## src/rtl/mealyfsm_pkg.sv

```systemverilog
// Constants shared by the 4-state Mealy encoder and its receive-side decoder.
// Both sides use this package so that the state encodings cannot drift apart.
package mealyfsm_pkg;

  typedef logic [1:0] state_t;

  localparam logic [1:0] S0 = 2'b00;
  localparam logic [1:0] S1 = 2'b01;
  localparam logic [1:0] S2 = 2'b10;
  localparam logic [1:0] S3 = 2'b11;

  // How to resolve z=1 received in S3, where x=0 and x=1 produce the same z.
  localparam logic AMB_STAY = 1'b0;
  localparam logic AMB_JUMP = 1'b1;

  typedef struct packed {
    state_t next_state;
    logic   x;
    logic   ambig;
    logic   illegal;
  } lut_out_t;

  function automatic logic policy_bit(input int amb_policy);
    return (amb_policy != 0) ? AMB_JUMP : AMB_STAY;
  endfunction

endpackage

```

## src/rtl/mealyfsm_decode_lut.sv

```systemverilog
// Combinational inverse of the encoder mapping: given the tracked state and the
// received z, this block recovers x and the next state, and flags S3 symbols.
module mealyfsm_decode_lut
  import mealyfsm_pkg::*;
(
  input  state_t   state,
  input  logic     z,
  input  logic     policy,
  output lut_out_t lut_out
);

  always_comb begin
    lut_out.next_state = S0;
    lut_out.x          = 1'b0;
    lut_out.ambig      = 1'b0;
    lut_out.illegal    = 1'b0;
    case (state)
      S0: begin
        lut_out.x          = z;
        lut_out.next_state = z ? S1 : S0;
      end
      S1: begin
        lut_out.x          = ~z;
        lut_out.next_state = z ? S1 : S2;
      end
      S2: begin
        lut_out.x          = z;
        lut_out.next_state = z ? S3 : S2;
      end
      default: begin
        // In S3 the encoder emits z=1 for either x, so z=0 cannot occur.
        if (z) begin
          lut_out.ambig = 1'b1;
          if (policy == AMB_JUMP) begin
            lut_out.x          = 1'b1;
            lut_out.next_state = S1;
          end else begin
            lut_out.x          = 1'b0;
            lut_out.next_state = S3;
          end
        end else begin
          lut_out.illegal    = 1'b1;
          lut_out.next_state = S0;
        end
      end
    endcase
  end

endmodule

```

## src/rtl/mealyfsm_decoder.sv

```systemverilog
// Receive-side decoder tracking the Mealy encoder state in lockstep.
// Registers the recovered x with one cycle of latency and counts ambiguous decodes.
//
// state | meaning
// S0    | idle / resync point; z mirrors x
// S1    | z=0 means x=1 (advance), z=1 means x=0 (hold)
// S2    | z mirrors x; x=1 advances to S3
// S3    | z=1 ambiguous (resolved by AMB_POLICY), z=0 illegal
module mealyfsm_decoder
  import mealyfsm_pkg::*;
#(
  parameter int AMB_POLICY = 0,
  parameter int CNT_W      = 8
) (
  input  logic             clk,
  input  logic             rst,
  input  logic             z_in,
  input  logic             z_valid,
  input  logic             sync_load,
  input  logic [1:0]       sync_state,
  output logic             x_out,
  output logic             x_valid,
  output logic             ambig,
  output logic             err,
  output logic [1:0]       state_out,
  output logic [CNT_W-1:0] ambig_cnt
);

  localparam logic POLICY = policy_bit(AMB_POLICY);

  state_t           state_q, state_d;
  logic             x_out_q, x_out_d;
  logic             x_valid_q, x_valid_d;
  logic             ambig_q, ambig_d;
  logic             err_q, err_d;
  logic [CNT_W-1:0] cnt_q, cnt_d;
  lut_out_t         lut_out;

  mealyfsm_decode_lut u_lut (
    .state   (state_q),
    .z       (z_in),
    .policy  (POLICY),
    .lut_out (lut_out)
  );

  always_comb begin
    state_d   = state_q;
    x_out_d   = x_out_q;
    x_valid_d = 1'b0;
    ambig_d   = 1'b0;
    err_d     = 1'b0;
    cnt_d     = cnt_q;
    // A resync load wins over a same-cycle symbol, which is dropped.
    if (sync_load) begin
      state_d = sync_state;
    end else if (z_valid) begin
      if (lut_out.illegal) begin
        err_d   = 1'b1;
        state_d = S0;
      end else begin
        state_d   = lut_out.next_state;
        x_out_d   = lut_out.x;
        x_valid_d = 1'b1;
        ambig_d   = lut_out.ambig;
        if (lut_out.ambig && !(&cnt_q)) begin
          cnt_d = cnt_q + CNT_W'(1);
        end
      end
    end
  end

  always_ff @(posedge clk) begin
    if (rst) begin
      state_q   <= S0;
      x_out_q   <= 1'b0;
      x_valid_q <= 1'b0;
      ambig_q   <= 1'b0;
      err_q     <= 1'b0;
      cnt_q     <= '0;
    end else begin
      state_q   <= state_d;
      x_out_q   <= x_out_d;
      x_valid_q <= x_valid_d;
      ambig_q   <= ambig_d;
      err_q     <= err_d;
      cnt_q     <= cnt_d;
    end
  end

  assign x_out     = x_out_q;
  assign x_valid   = x_valid_q;
  assign ambig     = ambig_q;
  assign err       = err_q;
  assign state_out = state_q;
  assign ambig_cnt = cnt_q;

endmodule

```

## config.mk

```make
export PLATFORM = sky130hd
export DESIGN_NAME = mealyfsm_decoder
export DESIGN_NICKNAME = d
export VERILOG_FILES = /design/src/rtl/mealyfsm_pkg.sv /design/src/rtl/mealyfsm_decode_lut.sv /design/src/rtl/mealyfsm_decoder.sv
export SDC_FILE = /design/constraint.sdc
export NUM_CORES = 1
export LEC_CHECK = 0
export CAP_MARGIN = 20
export CORE_MARGIN = 4
export CORE_UTILIZATION = 47
export CTS_BUF_LIST = sky130_fd_sc_hd__clkbuf_16
export DETAILED_ROUTE_END_ITERATION = 8
export PLACE_DENSITY = 0.83
export SETUP_SLACK_MARGIN = 0.4
export SLEW_MARGIN = 10
export SYNTH_ARGS = -nofsm -noshare
export SYNTH_HDL_FRONTEND = slang
export SYNTH_HIERARCHICAL = 1
export SYNTH_SLANG_ARGS = --single-unit
```

## constraint.sdc

```tcl
create_clock -name clk -period 2.4 [get_ports clk]
set_input_delay 0.24 -clock clk [delete_from_list [all_inputs] [get_ports clk]]
set_output_delay 0.24 -clock clk [all_outputs]
set_load 0.005 [all_outputs]
```

==> impl_metrics.toml, run 1 <==
[outcome]
status = "finished clean"

[cells_and_area]
layout_common_cells = "clkdlybuf4s50_1, nor2_1, dfxtp_1"
design_area_um2 = 976
final_nets = 110
antenna_cells = 0
final_common_cell = "clkdlybuf4s50_1"
drive_above_1_share = 0.0891
final_cell_count_no_fill = 116
area_growth_syn_to_layout_pct = 43.1

[drt]
met1_length_um = 729
routed-wl-met2_um = 853
totalWireLength_mm = 1.69
firstDrtPassIters = 4
routed-via-count = 634
drt_iter0_markers = 10
ant_nets = 0
routed.top_layer = "met4"
dr_wl_met3_um = 61
avgViaCountPerCell = 5.47
route.detailed.drc = 0
wl_per_cell_um = 14.5

[floorplan]
dieWidth_um = 46.1
die_height_um = 46.1
die_area_um2 = 2120
io_pins = 21
core_um2 = 1330
initial_utilization = 0.511
std_cell_rows = 13

[timing]
slew_headroom = 0.659
drv_slew = 0
fmax_mhz = 588
setup_violations = 0
worstMarginPinSlew_ps = 511
setup_tns_ps = 0
rsz0062_at_grt = "false"
skew_ps = 1.97
layout_min_cycle_time_ps = 1700
hold_slack_ps = 453
fin_crit_sh = 0.708
hold_viol = 0

[synthesis]
avgSynthCellArea_um2 = 8.74
synth_cell_type_count = 29
syn_area_um2 = 682
synth-seq-cells = 14
synth_top_area_frac = 0.411
ys_seq_area_frac = 0.411
synth.largest_area_cell = "dfxtp_1"
syn_inst = 78
ys.warnings.count = 6
ys_top_cells_by_area = "dfxtp_1, nor2_1, xor2_1"

[worst_hold_path]
min_path_type = "flip-flop to flip-flop"
worstHoldStart = "x_out"

[worst_setup_path]
critPathTopFamily = "simple AND/OR/NAND/NOR gates"
cp_max_fo = 6
rr_endpoint = "ambig_cnt[3]"
r2r-start = "state_out[1]"
rrSetupSlack_ps = 730
cp-end-kind = "flip-flop"
required_ps = 2500
reg2regPathDepth = 6
path_cells = "clkdlybuf4s50_1, nor2_1, and4bb_2, o211ai_1, xor2_1, nor2_1"
critPathLaunch = "z_in"
endpoint = "ambig_cnt[3]"
cpMaxStageDelayCell = "clkdlybuf4s50_1"
critical_path_buf_inv_count = 1
worst-path-stages = 6
critical-path-max-stage-delay_ps = 510
startpoint_type = "input port"
worst_ep_arrival_time_ps = 1800
crit_top_cell = "nor2_1"
criticalPathCategory = "input port to flip-flop"

[place]
place_inst = 112
portBuffers = 20
dp_hpwl_mm = 1.14
place_area_um2 = 897
place.gp.congestion = 0.780

[clock_tree]
cts_buffer_depth = 2
clockRootBuffer = "clkbuf_16"
post_cts_buffers = 0
holdBufCountCts = 0
tritoncts = "done"
clkTransAtPathRegs_ps = 50
cts_buffers = 3
insertion_delay_ps = 240
cts_resized = 0
htreeDepth = 1
clkSinkCount = 14

[grt]
grt_antenna_before_repair = 0
grt_first_pass_wirelength_mm = 2.80
grt_max_degree = 15
grt-ovfl-total = 0
first_global_vias = 606
grt_usage = 0.192

[flow_run]
cap_violations = 0

[power_and_ir_drop]
p_per_area_nw_per_um2 = 612
power_leakage_nw = 0.372
ir_worst_vdd_uv = 372
finalPower_w = 0.000598
-- power breakdown --
group	internal, W	total [W]	switching (W)
Combinational	0.0000235	0.0000425	0.0000189
Clock	0.000220	0.000314	0.0000940
Sequential	0.000237	0.000241	0.00000407
Total	0.000481	0.000598	0.000117
-- flip-flops by register name, summed over array words and instances, names as in the netlist --
name and cells:
err 1, x_valid 1, ambig 1, state_out 2, x_out 1, ambig_cnt 8
-- layout make-up --
cell class | count | area [um2]
Clock inverter | 1 | 3.75
Clock buffer | 3 | 75.1
Timing Repair Buffer | 20 | 200
Fill cell | 105 | 358
Inverter | 1 | 3.75
Sequential cell | 14 | 280
Multi-Input combinational cell | 62 | 394
Tap cell | 15 | 18.8
-- Yosys cell counts --
master and instances:
nand4_1 1, nand3b_1 2, nand4b_1 1, xor2_1 6, inv_2 1, a2111oi_2 1
o2111ai_1 1, and3_1 2, o21ai_1 1, o21ai_2 1, ha_1 1, and4bb_2 1
xnor2_1 1, a21o_1 1, nor4bb_1 1, and2_1 1, nor2_1 15, nand2b_1 2
clkbuf_1 2, conb_1 1, nand3_1 3, a21o_2 1, nand4bb_1 1, mux2i_1 1
dfxtp_1 14, a21oi_1 5, o211ai_1 3, nor3b_2 1, nand2_1 6
-- logic make-up after synthesis --
logic type                 share of synthesized area
other                                        0.00550
muxes                                         0.0147
AOI/OAI and AO/OA                              0.149
buffers and inverters                         0.0165
xor gates and xnor gates                      0.0899
adders and majority gates                     0.0183
and+or+nand+nor                                0.295
DFF                                            0.411
-- worst min path at each step --
stage	to	cells after the start
after floorplan	x_out	1
after global placement	x_out	2
after detailed placement	x_out	2
after CTS	x_out	2
after global routing	x_out	2
final	x_out	2
-- tightest hold or removal path, stage by stage (launching register included) --
cell	delay [ps]
dfxtp_1	300
nand2_1	50
a21oi_1	50
-- metal layers --
layer / vias to the layer above / GRT usage
met1: 295 / 0.227
li1: 322 / -
met3: 4 / 0.0391
met2: 13 / 0.313
met5: - / 0
met4: 0 / 0.119
-- metrics by stage --
step	setup WS (ps)	util
6_report	701	0.732
5_1_grt	557	0.732
4_1_cts	686	0.732
3_5_place_dp	540	0.673
3_3_place_gp	616	0.673
2_1_floorplan	1000	-
Note: power is estimated with default switching activity, not from simulation.
==> inputs of run 2 (changes only) <==
Settings changed: CORE_UTILIZATION 47 to 40, PLACE_DENSITY 0.83 to 0.76.
Clock period 2.4 ns to 1.54 ns, I/O delays scaled along.
==> impl_metrics.toml, run 2 (same netlist as run 1, synthesis figures left out) <==
[power_and_ir_drop]
ir_worst_vdd_uv = 488
finalPower_w = 0.000940
power_leakage_nw = 0.519
p_per_area_nw_per_um2 = 821

[outcome]
status = "finished clean"

[clock_tree]
cts_buffers = 3
holdBufCountCts = 0
cts_buffer_depth = 2
insertion_delay_ps = 240
clockRootBuffer = "clkbuf_16"
clkSinkCount = 14
tritoncts = "done"
clkTransAtPathRegs_ps = 50
htreeDepth = 1

[grt]
grt_usage = 0.155
grt_max_degree = 9
grt-ovfl-total = 0
grt_first_pass_wirelength_mm = 2.96
grt_antenna_before_repair = 0
first_global_vias = 686

[timing]
rsz0062_at_grt = "true"
fin_ws_ps = 196
layout_min_cycle_time_ps = 1340
setup_tns_ps = 0
hold_slack_ps = 449
hold_viol = 0
drv_slew = 0
setup_violations = 0
skew_ps = 1.90
fmax_mhz = 744
fin_crit_sh = 0.873

[flow_run]
cap_violations = 0

[floorplan]
die_height_um = 49.3
io_pins = 21
core_um2 = 1560
initial_utilization = 0.437
dieWidth_um = 49.3
std_cell_rows = 14
die_area_um2 = 2430

[drt]
avgViaCountPerCell = 5.39
route.detailed.drc = 0
drt_iter0_markers = 12
ant_nets = 0
routed-via-count = 679
firstDrtPassIters = 4
wl_per_cell_um = 14.0
totalWireLength_mm = 1.77

[worst_setup_path]
required_ps = 1660
reg2regPathDepth = 6
cp_max_fo = 6
rr_endpoint = "ambig_cnt[7]"
critical-path-max-stage-delay_ps = 370
worst_ep_arrival_time_ps = 1460
endpoint = "ambig_cnt[7]"
path_cells = "nand2_4, nor2_4, and4bb_4, nand4b_1, xor2_1, nor2_1"
critPathLaunch = "state_out[0]"
r2r-start = "state_out[0]"
cp-end-kind = "flip-flop"
cpMaxStageDelayCell = "dfxtp_4"
criticalPathCategory = "flip-flop to flip-flop"
startpoint_type = "flip-flop"
rrSetupSlack_ps = 200

[place]
dp_hpwl_mm = 1.11
place_area_um2 = 973
portBuffers = 20
place.gp.congestion = 0.841
place_ws_ps = -173

[cells_and_area]
largest_reg_flops = 8
final_nets = 119
final_common_cell = "nor2_1"
drive_above_1_share = 0.336
seq_area_um2 = 310
design_area_um2 = 1150
multiInputGateArea_um2 = 475
layout_common_cells = "nor2_1, dlygate4sd2_1, buf_4"
area_growth_syn_to_layout_pct = 68.1
antenna_cells = 0
fill_cells = 121

[worst_hold_path]
min_path_type = "flip-flop to flip-flop"
[run 2: cell types whose count changed in the layout (fill, tap and decap cells not counted), moves of 3 or more]
cell	before	now
buf_4	0	8
dfxtp_1	14	4
dlygate4sd2_1	0	11
dfxtp_4	0	7
dfxtp_2	0	3
clkdlybuf4s50_1	20	6
nor2_1	15	12
[run 2: final cells by class]
cell class,count,share of cell area
timing repair buffer,29,0.225
clock buffer,3,0.0655
inverter,1,0.00328
clock inverter,1,0.00328
multi-input combinational,62,0.415
tap,16,0.0175
sequential,14,0.271
[run 2: metrics by stage]
stage,util,cells
final,0.735,126
after global routing,0.735,126
after CTS,0.723,125
after detailed placement,0.624,118
after global placement,0.624,118
after floorplan,-,79
[run 2: worst min-delay path by stage]
stage / startpoint / to / cells past startpoint
2_1_floorplan: rst / x_out / 1
3_3_place_gp: x_out / x_out / 2
3_5_place_dp: x_out / x_out / 2
4_1_cts: x_out / x_out / 2
5_1_grt: x_out / x_out / 2
6_report: x_out / x_out / 2
[run 2: what timing repair did]
action / CTS / global route
resized for setup: 28 / 8
cloned: 0 / 0
setup endpoints to repair: 24 / 15
setup buffers: 3 / 1
pin swaps: 12 / 6
[run 2: per-layer routing]
layer / part of all wire / GRT usage / vias to the layer above / routed length [um]
li1: - / - / 336 / -
met1: 0.45 / 0.168 / 314 / 792
met2: 0.48 / 0.281 / 23 / 848
met3: 0.055 / 0.0367 / 6 / 97
met4: 0.014 / 0.0664 / 0 / 25
met5: 0 / 0 / - / 0
[run 2: worst max-delay path, delay by kind of cell, from the launching register on]
kind                      cells  cell delay, ps
and+or+nand+nor               5             680
DFF                           1             370
xor gates and xnor gates      1             160
[run 2: power breakdown]
group,switching (W),internal [W],total (W)
sequential,0.00000571,0.000359,0.000365
combinational,0.0000385,0.0000466,0.0000851
clock,0.000147,0.000343,0.000490
total,0.000191,0.000749,0.000940
==> RTL change, RTL diff (config.mk and constraints of run 1) <==
Set the parameter `CNT_W` to 12 (it was 8).
--- a/src/rtl/mealyfsm_decoder.sv
+++ b/src/rtl/mealyfsm_decoder.sv
@@ -11,5 +11,5 @@
 #(
   parameter int AMB_POLICY = 0,
-  parameter int CNT_W      = 8
+  parameter int CNT_W      = 12
 ) (
   input  logic             clk,
Interface: changed (resized ambig_cnt); port bits go from 21 to 25. The function was not compared with the original's and may differ.
==> RTL change against run 1 <==
  * Non-clock buffer count increased by 5
  * First-iteration DRC count rose by 130%
  * Cell area up 28%
  * Setup slack lost 0.13 ns
  * Synthesized cell count grew 37%
  * Sequential cell count increased by 4
  * Area after synthesis is 32% higher
  * Routed wire length rose by 22%
  * Power increased by 14%
  * Count of clock-buffer cells in the layout is the same
  * Global-route usage is 2.4 points lower
  * Clock power increased by 5%
  * Cell count rose by 36%
  * Largest cell class unchanged
  * Largest power group unchanged
==> RTL change: results <==
group,metric,value,unit
placement,port_buffers,24,
setup_path,crit_path_top_delay_cell,"or4_1",
cells_and_area,fillers,139,
hold_path,min_from,"ambig_cnt[11]$_SDFFE_PP0P_",
yosys,ys_seq_area_share,39.9,%
setup_path,cp_max_fo,8,
routing,vias_per_cell,5.54,
yosys,synth_fa_ha_area_share,1.39,%
yosys,muxShareOfSynthArea,4.43,%
setup_path,cp-endpoint,"ambig_cnt[11]$_SDFFE_PP0P_",
cells_and_area,final_nets,142,
placement,dp_hpwl,1460,um
global_routing,grt_pass1_vias,740,
yosys,synth_cell_types,35,
setup_path,r2r_slack,0.57,ns
yosys,synth_compound_area_share,16.5,%
sta,finClkSkew,0.00210,ns
status,outcome,"finished clean",
routing,routed_wl,2060,um
power_and_ir_drop,leakagePower,0.487,nW
setup_path,max_stage_delay,0.54,ns
sta,whs,0.494,ns
cells_and_area,largest_reg_flops,12,
setup_path,critPathKind,"reg2reg",
global_routing,grt_max_degree,19,
placement,routabilityCongestion,0.811,
routing,first_iter_violations,23,
yosys,synth_common_cells,"18 x dfxtp_1, 15 x nor2_1, 9 x a21oi_1",
global_routing,grt.total_usage,16.8,%
setup_path,crit_arrival,2.00,ns
power_and_ir_drop,irDropWorstVdd,461,uV
power_and_ir_drop,power_switching,0.133,mW
hold_path,holdPathEnd,"ambig_cnt[11]$_SDFFE_PP0P_",
yosys,synth_area_leaders,"dfxtp_1 40%, nor2_1 6.2%, a21oi_1 5.0%",
global_routing,grt_pass1_wl,3270,um
-- RTL change: changes by cell type after synthesis, sizes merged, moves of 3 or more --
cell / change
mux2i: +3
a21oi: +4
inv: +3
o211ai: -3
nand4: +5
o21ai: +4
xor2: -5
dfxtp: +4
-- RTL change: layout make-up --
cell class	instances	area share (%)
Clock buffer	3	6.01
Multi-Input combinational cell	82	41.1
Timing Repair Buffer	25	20.0
Clock inverter	1	0.300
Inverter	4	1.20
Sequential cell	18	28.8
Tap cell	25	2.50
-- RTL change: metrics by stage --
step	cells	power (mW)	cell area, um2	setup WS (ns)
after floorplan	108	0.333	907	0.681
after global placement	154	0.355	1160	0.281
after global routing	158	0.709	1250	0.424
final	158	0.681	1250	0.572
after detailed placement	154	0.356	1160	0.217
after CTS	158	0.688	1240	0.470
-- RTL change: cell families after synthesis --
family / after synthesis
mux: 4
other cells: 1
simple gates: 50
compound gates: 24
flops: 18
buf+inv: 8
fa+ha+maj: 1
xor+xnor: 1
-- RTL change: power by group through the flow --
stage,Sequential (mW),Combinational (mW),Clock (mW)
final,0.307,0.0434,0.331
after global routing,0.307,0.0473,0.354
after CTS,0.307,0.0433,0.337
after detailed placement,0.313,0.0431,0
after global placement,0.313,0.0424,0
after floorplan,0.313,0.0199,0
-- RTL change: critical path, delay by kind of cell, from the launching register on --
kind,cells,cell delay [ns]
simple gates,5,1.17
flops,1,0.43
compound gates,1,0.14
-- RTL change: routing by layer --
layer | routed length, um | global-route usage (%)
met5 | 0 | 0
met1 | 921 | 19.5
met2 | 934 | 26.4
met3 | 170 | 7.16
met4 | 33 | 7.86
